[src/rtl/uart_alu_interface.sv]
// UART byte-frame ALU: collects A, B and opcode from rx, computes in one
// registered cycle, then hands the result to tx with a start/done handshake.
module uart_alu_interface #(
  parameter int NB_DATA = 8,
  parameter int NB_OP   = 6
) (
  input  logic               i_clk,
  input  logic               i_reset,
  input  logic [NB_DATA-1:0] i_rx_data,
  input  logic               i_rx_valid,
  input  logic               i_tx_done,
  output logic [NB_DATA-1:0] o_tx_data,
  output logic               o_tx_start,
  output logic               o_op_error,
  output logic               o_overrun
);

  localparam logic [2:0] WAIT_A  = 3'd0;
  localparam logic [2:0] WAIT_B  = 3'd1;
  localparam logic [2:0] WAIT_OP = 3'd2;
  localparam logic [2:0] COMPUTE = 3'd3;
  localparam logic [2:0] SEND    = 3'd4;

  localparam logic [NB_OP-1:0] OP_ADD = NB_OP'('h20);
  localparam logic [NB_OP-1:0] OP_SUB = NB_OP'('h22);
  localparam logic [NB_OP-1:0] OP_AND = NB_OP'('h24);
  localparam logic [NB_OP-1:0] OP_OR  = NB_OP'('h25);
  localparam logic [NB_OP-1:0] OP_XOR = NB_OP'('h26);
  localparam logic [NB_OP-1:0] OP_NOR = NB_OP'('h27);
  localparam logic [NB_OP-1:0] OP_SRL = NB_OP'('h02);
  localparam logic [NB_OP-1:0] OP_SRA = NB_OP'('h03);

  localparam logic [NB_DATA-1:0] SH_MAX = NB_DATA'(NB_DATA);

  logic [2:0]         r_state;
  logic [NB_DATA-1:0] r_a;
  logic [NB_DATA-1:0] r_b;
  logic [NB_OP-1:0]   r_op;
  logic [NB_DATA-1:0] r_result;
  logic               r_valid_prev;
  logic               r_tx_start;
  logic               r_overrun;

  logic               w_accept;
  logic               w_busy;
  logic [NB_DATA-1:0] w_alu;
  logic               w_unsup;

  assign w_accept = i_rx_valid & ~r_valid_prev;
  assign w_busy   = (r_state == COMPUTE) | (r_state == SEND);

  always_comb begin
    w_alu   = '0;
    w_unsup = 1'b0;
    case (r_op)
      OP_ADD: w_alu = r_a + r_b;
      OP_SUB: w_alu = r_a - r_b;
      OP_AND: w_alu = r_a & r_b;
      OP_OR:  w_alu = r_a | r_b;
      OP_XOR: w_alu = r_a ^ r_b;
      OP_NOR: w_alu = ~(r_a | r_b);
      OP_SRL: w_alu = (r_b >= SH_MAX) ? '0 : (r_a >> r_b);
      OP_SRA: begin
        if (r_b >= SH_MAX) w_alu = {NB_DATA{r_a[NB_DATA-1]}};
        else               w_alu = $signed(r_a) >>> r_b;
      end
      default: w_unsup = 1'b1;
    endcase
  end

  always_ff @(posedge i_clk) begin
    if (!i_reset) begin
      r_state      <= WAIT_A;
      r_a          <= '0;
      r_b          <= '0;
      r_op         <= '0;
      r_result     <= '0;
      r_valid_prev <= 1'b0;
      r_tx_start   <= 1'b0;
      r_overrun    <= 1'b0;
    end else begin
      r_valid_prev <= i_rx_valid;
      r_tx_start   <= 1'b0;
      r_overrun    <= w_accept & w_busy;
      case (r_state)
        WAIT_A: if (w_accept) begin
          r_a     <= i_rx_data;
          r_state <= WAIT_B;
        end
        WAIT_B: if (w_accept) begin
          r_b     <= i_rx_data;
          r_state <= WAIT_OP;
        end
        WAIT_OP: if (w_accept) begin
          r_op    <= i_rx_data[NB_OP-1:0];
          r_state <= COMPUTE;
        end
        COMPUTE: begin
          r_result   <= w_alu;
          r_tx_start <= 1'b1;
          r_state    <= SEND;
        end
        SEND: if (i_tx_done) r_state <= WAIT_A;
        default: r_state <= WAIT_A;
      endcase
    end
  end

  // Error flag is live during the single COMPUTE cycle only.
  assign o_op_error = (r_state == COMPUTE) & w_unsup;
  assign o_tx_data  = r_result;
  assign o_tx_start = r_tx_start;
  assign o_overrun  = r_overrun;

endmodule
[config.mk]
export PLATFORM = sky130hd
export DESIGN_NAME = uart_alu_interface
export DESIGN_NICKNAME = d
export VERILOG_FILES = /design/src/rtl/uart_alu_interface.sv
export SDC_FILE = /design/constraint.sdc
export NUM_CORES = 1
export LEC_CHECK = 0
export ABC_CLOCK_PERIOD_IN_PS = 3100
export BUFFER_PORTS_ARGS = -buffer_cell sky130_fd_sc_hd__buf_4
export CAP_MARGIN = 20
export CELL_PAD_IN_SITES_DETAIL_PLACEMENT = 0
export CELL_PAD_IN_SITES_GLOBAL_PLACEMENT = 2
export CORE_MARGIN = 2
export CORE_UTILIZATION = 37
export DETAILED_ROUTE_END_ITERATION = 12
export PLACE_DENSITY_LB_ADDON = 0.1
export RECOVER_POWER = 25
export SYNTH_ARGS = -nofsm -noshare
export SYNTH_HDL_FRONTEND = slang
export SYNTH_SLANG_ARGS = --single-unit
[constraint.sdc]
create_clock -name i_clk -period 3.1 [get_ports i_clk]
set_clock_uncertainty 0.2 [all_clocks]
set_input_delay 0.31 -clock i_clk [delete_from_list [all_inputs] [get_ports i_clk]]
set_output_delay 0.31 -clock i_clk [all_outputs]
set_load 0.05 [all_outputs]
# ---- Word-level counts from Yosys, hierarchy flattened
# Cells that the tools add are included.
dict set report classes {
  add_sub_neg 2
  n_lt_le_gt_ge 1
  n_eq_ne 16
  shift 2
  muxes 10
  bitwise 9
  n_reduce_logical 6
}
# op count
set op_table {}
lappend op_table {{$pmux W8 S8} 1}
lappend op_table {{$eq A6 B6 Y1 const B} 6}
lappend op_table {{$mux W8} 2}
lappend op_table {{$pmux W3 S5} 1}
lappend op_table {{$eq A6 B2 Y1 const B} 2}
lappend op_table {{$mux W3} 4}
lappend op_table {{$add A8 B8 Y8} 1}
lappend op_table {{$and A8 B8 Y8} 1}
lappend op_table {{$ge A8 B4 Y1 const B} 1}
lappend op_table {{$ne A2 B2 Y1 const B} 4}
lappend op_table {{$not A8 Y8} 1}
lappend op_table {{$or A8 B8 Y8} 1}
lappend op_table {{$reduce_or A8 Y1} 1}
lappend op_table {{$shr A8 B8 Y8} 1}
lappend op_table {{$sshr A8 B8 Y8} 1}
lappend op_table {{$sub A8 B8 Y8} 1}
lappend op_table {{$xor A8 B8 Y8} 1}
lappend op_table {{$eq A3 B2 Y1 const B} 2}
lappend op_table {{$reduce_and A2 Y1} 3}
lappend op_table {{$reduce_and A4 Y1} 1}
lappend op_table {{$and A1 B1 Y1} 3}
lappend op_table {{$eq A3 B1 Y1 const B} 1}
lappend op_table {{$eq A3 B3 Y1 const B} 1}
lappend op_table {{$logic_not A3 Y1} 1}
lappend op_table {{other kinds (3)} 4}
dict set report word_totals {
  register_bits 36
  word_cells 54
}

# ---- Logic depth before layout (Yosys ltp)
# Gate-level depths: netlist (run 1).
dict set report logic_depth {
  ltp_word 4
  ltp_mapped 13
  ltp_nobuf 12
}

# ---- Worst setup path before layout (run 1)
# No wires, ideal clock.
dict set report synth_timing {
  path_type {reg2reg}
  startpoint {register r_op[5]}
  endpoint {register r_result[7], in the netlist o_tx_data[7]}
  setup_ns 0.119
  t_arrival_ns 2.309
  required_ns 2.781
  setup_slack_ns 0.472
  path_stages_with_launch 13
  path_cell_list {dfxtp_1 > nor4b_4 > nand2_1 > nor2_1 > a21o_1 > inv_2 > ha_1 > nor2b_1 > o2111ai_1 > nand3_1 > o41ai_1 > xnor2_1 > a21oi_1}
}
dict set report synth_between {
  elab_chain_cells 2
  word_cells_on_any_way 9
}
# element line_no
set synth_rtl {}
lappend synth_rtl {{from (decl)} 38} ;# logic [NB_OP-1:0] r_op;
lappend synth_rtl {{from (signal assigned)} 95} ;# r_op <= i_rx_data[NB_OP-1:0];
lappend synth_rtl {{$eq A6 B2 Y1 or $eq A6 B6 Y1 (tied branches)} 55} ;# case (r_op)
lappend synth_rtl {{$pmux W8 S8 (*)} 55}
lappend synth_rtl {{to (signal assigned)} 99} ;# r_result <= w_alu;
lappend synth_rtl {{to (decl)} 39} ;# logic [NB_DATA-1:0] r_result;
# Every way passes the cells marked *; elsewhere a longest branch is shown, timed or not.
# A chain may end at the register's enable or synchronous reset.

# ---- Worst setup path after layout (run 1)
# Same ends and word-level chain as after synthesis.

==> results of run 1 <==
==> worst paths after layout <==
kind                  endpoint  slack, ps  cells past startpoint
hold reg to reg   o_tx_data[1]        250                      2
setup reg to reg  o_tx_data[7]        260                     13
setup / recovery  o_tx_data[7]        260                     13
hold / removal    r_valid_prev         40                      2
==> critical path, cell delays in order, from the launching register on <==
cell	delay, ps
sky130_fd_sc_hd__dfxtp_1	450
sky130_fd_sc_hd__nor4b_4	230
sky130_fd_sc_hd__buf_4	180
sky130_fd_sc_hd__nand2_2	100
sky130_fd_sc_hd__nor2_1	120
sky130_fd_sc_hd__a21o_1	150
sky130_fd_sc_hd__inv_2	40
sky130_fd_sc_hd__ha_1	250
sky130_fd_sc_hd__nor2b_1	140
sky130_fd_sc_hd__o2111ai_1	190
sky130_fd_sc_hd__nand3_1	130
sky130_fd_sc_hd__o41ai_1	320
sky130_fd_sc_hd__xnor2_1	160
sky130_fd_sc_hd__a21oi_1	80
==> Yosys cell counts (all sizes together) (9+ instances only) <==
master / count / area (um^2)
nor2: 48 / 180
inv: 22 / 82.6
xnor2: 11 / 96.3
dfxtp: 36 / 721
nor2b: 11 / 68.8
o21ai: 15 / 75.1
buf: 9 / 50.0
a21oi: 11 / 55.1
a211oi: 10 / 80.1
mux2i: 30 / 300
ha: 24 / 300
nand2: 28 / 105
==> final cells by class <==
type | instances | area [um^2] | share of cell area
inverter | 23 | 86.3 | 0.0264
sequential | 36 | 721 | 0.221
clock buffer | 5 | 68.8 | 0.0211
clock inverter | 3 | 23.8 | 0.00728
timing repair buffer | 32 | 218 | 0.0667
tap | 102 | 128 | 0.0391
multi-input combinational | 278 | 2020 | 0.619
==> metrics by stage <==
stage          TNS (ps)  setup WS (ps)
6_report              0            265
5_1_grt           -12.8          -12.8
4_1_cts               0            157
3_5_place_dp          0            173
3_3_place_gp          0            234
2_1_floorplan         0            472
==> power groups by stage <==
stage	sequential, mW	clock (mW)	combinational (mW)
after floorplan	0.503	0	0.231
after global placement	0.514	0	0.300
after detailed placement	0.513	0	0.299
after CTS	0.502	0.380	0.301
after global routing	0.506	0.393	0.336
final	0.503	0.357	0.300
==> what timing repair did <==
item | in CTS | in global routing
setup buffers | 0 | 1
gates resized for setup | 0 | 1
setup endpoints to repair | 0 | 3
==> registers in the layout (all words and copies together) (netlist names) <==
register / cells
o_tx_data: 8
r_a: 8
r_b: 8
r_op: 6
r_state: 3
o_overrun: 1
o_tx_start: 1
r_valid_prev: 1
==> layer usage <==
metal	share of wire	up-vias
met3	0.035	6
met1	0.49	1193
met4	0.010	0
met5	0	-
met2	0.46	68
li1	-	1291
==> cell families after synthesis <==
logic type / share of synthesized area
simple gates: 0.224
compound gates: 0.176
buf+inv: 0.0561
mux: 0.131
flops: 0.248
fa+ha+maj: 0.110
xor+xnor: 0.0543
==> summary.txt, run 1 <==
Status
  • Run status: completed

Floorplanning
  • Width of the die: 92.6 um
  • Core Area: 7650 um^2
  • Initial core utilization: 0.379
  • Total die area: 8570 um^2
  • I/O pin count: 23
  • Height of the die: a little over 90 um
  • Number of core rows: 32

Yosys
  • Leading register cell type out of synthesis: sky130_fd_sc_hd__dfxtp_1
  • Synthesis warning total: 0
  • Yosys cell types: between 50 and 60
  • Gate count of the mapped netlist: 352
  • Sequential share of the synthesized area: 0.248
  • Count of state elements after synthesis: 36
  • Post-synth EDFFs: 0
  • Synth Cell Area: 2900 um^2
  • Post-Synthesis Mean Instance Area: 8.24 um^2
  • Share of synthesized flip-flops with an asynchronous set or reset: 0
  • Synthesized netlist net count: 389

Route
  • Number of DRC violations after detailed routing: 0
  • Overall via count from detail_route: 2558
  • Detailed Route WL: 8240 um
  • Iteration count of the initial detailed-routing pass: 4
  • Starting DRT DRC Count: between 200 and 250
  • Via count normalized by instance count: 5.34
  • Count of nets left with antenna violations after detail routing: 0
  • Routed WL per cell: 17.2 um

Final layout
  • Non-Filler Instances: 479
  • Post-route design area: 3270 um^2
  • Diode count: 0
  • Fraction of layout instances using a drive strength above 1: 0.125
  • Most common cell after layout, fill and taps aside: sky130_fd_sc_hd__nor2_1
  • Post-layout util: 0.427
  • Synth-to-Final Area Change: 12.5%
  • Number of nets in the final layout: between 400 and 500
  • Number of fill cells in the layout: approximately 820
  • Commonest cells after routing, fill and taps aside: 48 x sky130_fd_sc_hd__nor2_1, 36 x sky130_fd_sc_hd__dfxtp_1, 30 x sky130_fd_sc_hd__mux2i_1

Critical path
  • Data required time of the critical path: 3100 ps
  • Element type at the critical path start: register
  • Data arrival time at the worst-slack endpoint: 2830 ps
  • Category of the most critical setup path: register to register
  • Reg-to-Reg Start: r_op[5]
  • Maximum net fanout on the critical path: 7
  • Start point of the critical path: r_op[5]
  • Crit path capture type: register

Placement
  • Detail Placement HPWL: 6290 um
  • GPL Wtd Cong: 0.873
  • Dpl cell area: 3190 um^2
  • Count of buffers from port buffering: 22
  • Cell count after placement: 470

Clocking
  • Total clock sinks: 36
  • Clock H-tree levels: 2
  • Clock tree root driver cell: sky130_fd_sc_hd__clkbuf_8
  • TritonCTS clock tree: done
  • Clock transition at the register clock pins on the worst setup and hold paths after CTS: roughly 90 ps
  • Cts bufs inserted: 5
  • Clk buf depth: 2
  • Clock latency of the later-clocked register in the worst-skew pair: ~300 ps
  • CTS Hold Bufs: 0

Timing
  • Final worst hold slack: 40.4 ps
  • Final hold violations: 0
  • Worst slew pin tran: between 700 and 800 ps
  • Fmax: ~0.35 GHz
  • Final max-slew violation count: 0
  • Slew headroom: 0.485
  • Minimum clock period: 2840 ps
  • Final period utilization: 0.915
  • # setup viols final: 0

Power and ir drop
  • Proportion of power drawn by combinational gates: 0.258
  • PnR Total Power: 1.16 mW
  • Sw Ratio: 0.338
  • Largest vdd supply drop: between 150 and 200 uV
  • Static Leakage: 1.36 nW
  • Internal power: between 0.7 and 0.8 mW
  • Net switching power figure: 0.392 mW
  • Proportion of power drawn by the clock network: 0.308
  • Part of the power in registers: 0.434
  • Power density relative to cell area: 355 nW/um^2

GRT
  • Maximum number of pins on one net before global-route repair: 27
  • M1 GR Usage: 0.284
  • Met2 global-route usage: 0.327
  • Number of global-route vias before repair: 2456
  • Most heavily used metal layer in global routing: met2
  • Global-route wire length before repair: 13500 um
  • GR Overflow Total: 0
  • Tot GR Track Use: 0.204
  • Global-route met3 utilization: 0.0358
  • Initial antenna violation count: 0

Flow run
  • Max-capacitance violation count: 0

Worst hold path
  • Worst min path class: input port to register
  • Worst hold path startpoint: i_rx_valid
No activity file was read; power rests on OpenSTA's default activity.
==> run 2, diff against run 1 <==
ABC_CLOCK_PERIOD_IN_PS = 2450   (was 3100)
CORE_UTILIZATION = 33   (was 37)
clock period = 2.45 ns   (was 3.1 ns; I/O delays follow)
==> run 2 against run 1 <==
The flow now finishes with violations (negative setup slack). Final cell count increased by 7.1%. Total power increased by 41%. Hold slack got worse by 35 ps. Sequential power increased by 25%. Non-clock buffer count increased by 28. Sequential share of layout area decreased by 2.1 points. Clock-buffer cell count unchanged. Combinational power increased by 55%. Die area increased by 12%. Worst setup slack got worse by 310 ps. Sequential cell count unchanged.
==> summary.txt, run 2 (synthesis gave the netlist of run 1 again) <==
Status
  • Run status: finished, violations left
  • Violated checks: negative setup slack

Floorplanning
  • Number of core rows: 34
  • Total die area: ~9600 um^2
  • Width of the die: 97.8 um
  • I/O pin count: 23
  • Core Area: 8640 um^2
  • Initial core utilization: 0.336
  • Height of the die: slightly below 100 um

Final layout
  • Most common cell after layout, fill and taps aside: sky130_fd_sc_hd__nor2_1
  • Multi-input logic area: 2130 um^2
  • Fraction of layout instances using a drive strength above 1: 0.212
  • Synth-to-Final Area Change: 25.2%
  • Non-Filler Instances: ~510
  • Diode count: 0
  • Commonest cells after routing, fill and taps aside: 48 x sky130_fd_sc_hd__nor2_1, 41 x sky130_fd_sc_hd__buf_4, 33 x sky130_fd_sc_hd__dfxtp_1
  • Total area of sequential cells: roughly 720 um^2
  • Number of nets in the final layout: roughly 440
  • Number of fill cells in the layout: 915

Critical path
  • Data arrival time at the worst-slack endpoint: 2480 ps
  • Crit path capture type: register
  • Count of cell instances traversed by the critical path: 11
  • CP max-delay cell: sky130_fd_sc_hd__fa_2
  • Count of buffering cells on the critical path with inverters included: 1
  • Element type at the critical path start: register
  • Maximum net fanout on the critical path: 4
  • Start point of the critical path: r_op[0]
  • Worst R2R Path Depth: 11
  • Kind of cell adding the most delay to the critical path: simple AND/OR/NAND/NOR gates
  • Peak per-stage delay on the critical path: 380 ps
  • Data required time of the critical path: approximately 2400 ps
  • Category of the most critical setup path: register to register
  • Reg-to-Reg Start: r_op[0]
  • Critical path cell sequence: nor4b_4 > nand2_2 > a21o_1 > buf_6 > fa_2 > nand2b_4 > a21oi_2 > o21ai_0 > nand2b_1 > xnor2_1 > o21ai_1

GRT
  • Global-route wire length before repair: between 10000 and 15000 um
  • Maximum number of pins on one net before global-route repair: 27
  • Tot GR Track Use: 0.189
  • GR Overflow Total: 0
  • Initial antenna violation count: 0
  • Number of global-route vias before repair: 2623

Route
  • Iteration count of the initial detailed-routing pass: 4
  • Via count normalized by instance count: approximately 5.2
  • Overall via count from detail_route: 2677
  • Count of nets left with antenna violations after detail routing: 0
  • Starting DRT DRC Count: 96
  • Detailed Route WL: 8850 um
  • Number of DRC violations after detailed routing: 0
  • Routed WL per cell: between 15 and 20 um

Placement
  • Cell count after placement: 494
  • Count of buffers from port buffering: 22
  • GPL Wtd Cong: 0.862
  • Detail Placement HPWL: approximately 6900 um

Timing
  • Fmax: 0.400 GHz
  • Worst slew pin tran: between 500 and 600 ps
  • Worst Setup Slack, final: -48.6 ps
  • Slew headroom: 0.605
  • Final max-slew violation count: 0
  • # setup viols final: 3
  • Minimum clock period: ~2500 ps
  • Final hold violations: 0
  • Final period utilization: 1.02
  • Setup repair after global routing missed its margin: true
  • Setup total negative slack: -119 ps

Flow run
  • Max-capacitance violation count: 0

Clocking
  • Clock transition at the register clock pins on the worst setup and hold paths after CTS: approximately 80 ps
  • Cts bufs inserted: 5
  • Clock tree root driver cell: sky130_fd_sc_hd__clkbuf_8
  • Clock latency of the later-clocked register in the worst-skew pair: 300 ps
  • Clock H-tree levels: 2
  • Clk buf depth: 2
  • Total clock sinks: 36
  • TritonCTS clock tree: done

Worst hold path
  • Number of instances on the worst hold path: 3
  • Worst min path class: input port to register
  • Worst hold path startpoint: i_rx_data[2]

Power and ir drop
  • Static Leakage: roughly 1.5 nW
  • Power density relative to cell area: 449 nW/um^2
  • Largest vdd supply drop: about 250 uV
## run 2: worst paths after layout
path | endpoint | slack (ps)
setup / recovery | o_tx_data[6] | -50
hold / removal | r_b[2] | 5
setup reg to reg | o_tx_data[6] | -50
hold reg to reg | o_tx_data[4] | 250
## run 2: metal layers
metal	global-route usage	wire length, um
met1	0.263	4460
met2	0.318	4040
met3	0.0272	214
met4	0.0331	135
met5	0	0
## run 2: cell type report
type	instances	area share
Clock inverter	3	0.0117
Inverter	23	0.0238
Tap cell	108	0.0372
Sequential cell	36	0.199
Multi-Input combinational cell	278	0.587
Clock buffer	5	0.0189
Timing Repair Buffer	60	0.122
## run 2: through the flow
stage | utilization | power (mW) | hold WS, ps | area, um^2 | worst slack [ps]
after global placement | 0.387 | 1.06 | 242 | 3340 | -90.3
after detailed placement | 0.387 | 1.06 | 242 | 3340 | -88.8
after global routing | 0.421 | 1.72 | 18.4 | 3630 | -183
after CTS | 0.422 | 1.65 | 6.43 | 3640 | -105
after floorplan | - | 0.936 | 167 | 2920 | -44.3
final | 0.421 | 1.63 | 5.43 | 3630 | -48.6
## run 2: worst register-to-register path, cell delays in order, from the launching register on
cell                       delay (ps)
sky130_fd_sc_hd__dfxtp_2          340
sky130_fd_sc_hd__nor4b_4          300
sky130_fd_sc_hd__nand2_2          130
sky130_fd_sc_hd__a21o_1           210
sky130_fd_sc_hd__buf_6            130
sky130_fd_sc_hd__fa_2             380
sky130_fd_sc_hd__nand2b_4         160
sky130_fd_sc_hd__a21oi_2          160
sky130_fd_sc_hd__o21ai_0          100
sky130_fd_sc_hd__nand2b_1          90
sky130_fd_sc_hd__xnor2_1          110
sky130_fd_sc_hd__o21ai_1           80
## run 2: repair_timing
action / in CTS / in global routing
pin swaps: 16 / 12
setup buffers: 3 / 1
hold buffers: 8 / 0
endpoints found under the setup margin: 5 / 7
gates resized for setup: 18 / 5
endpoints found under the hold margin: 12 / 0
## run 2: report_power, final
group / switching [mW] / internal [mW] / leakage [nW]
sequential: 0.0275 / 0.602 / 0.294
clock: 0.236 / 0.301 / 0.0541
combinational: 0.247 / 0.218 / 1.18
total: 0.510 / 1.12 / 1.53
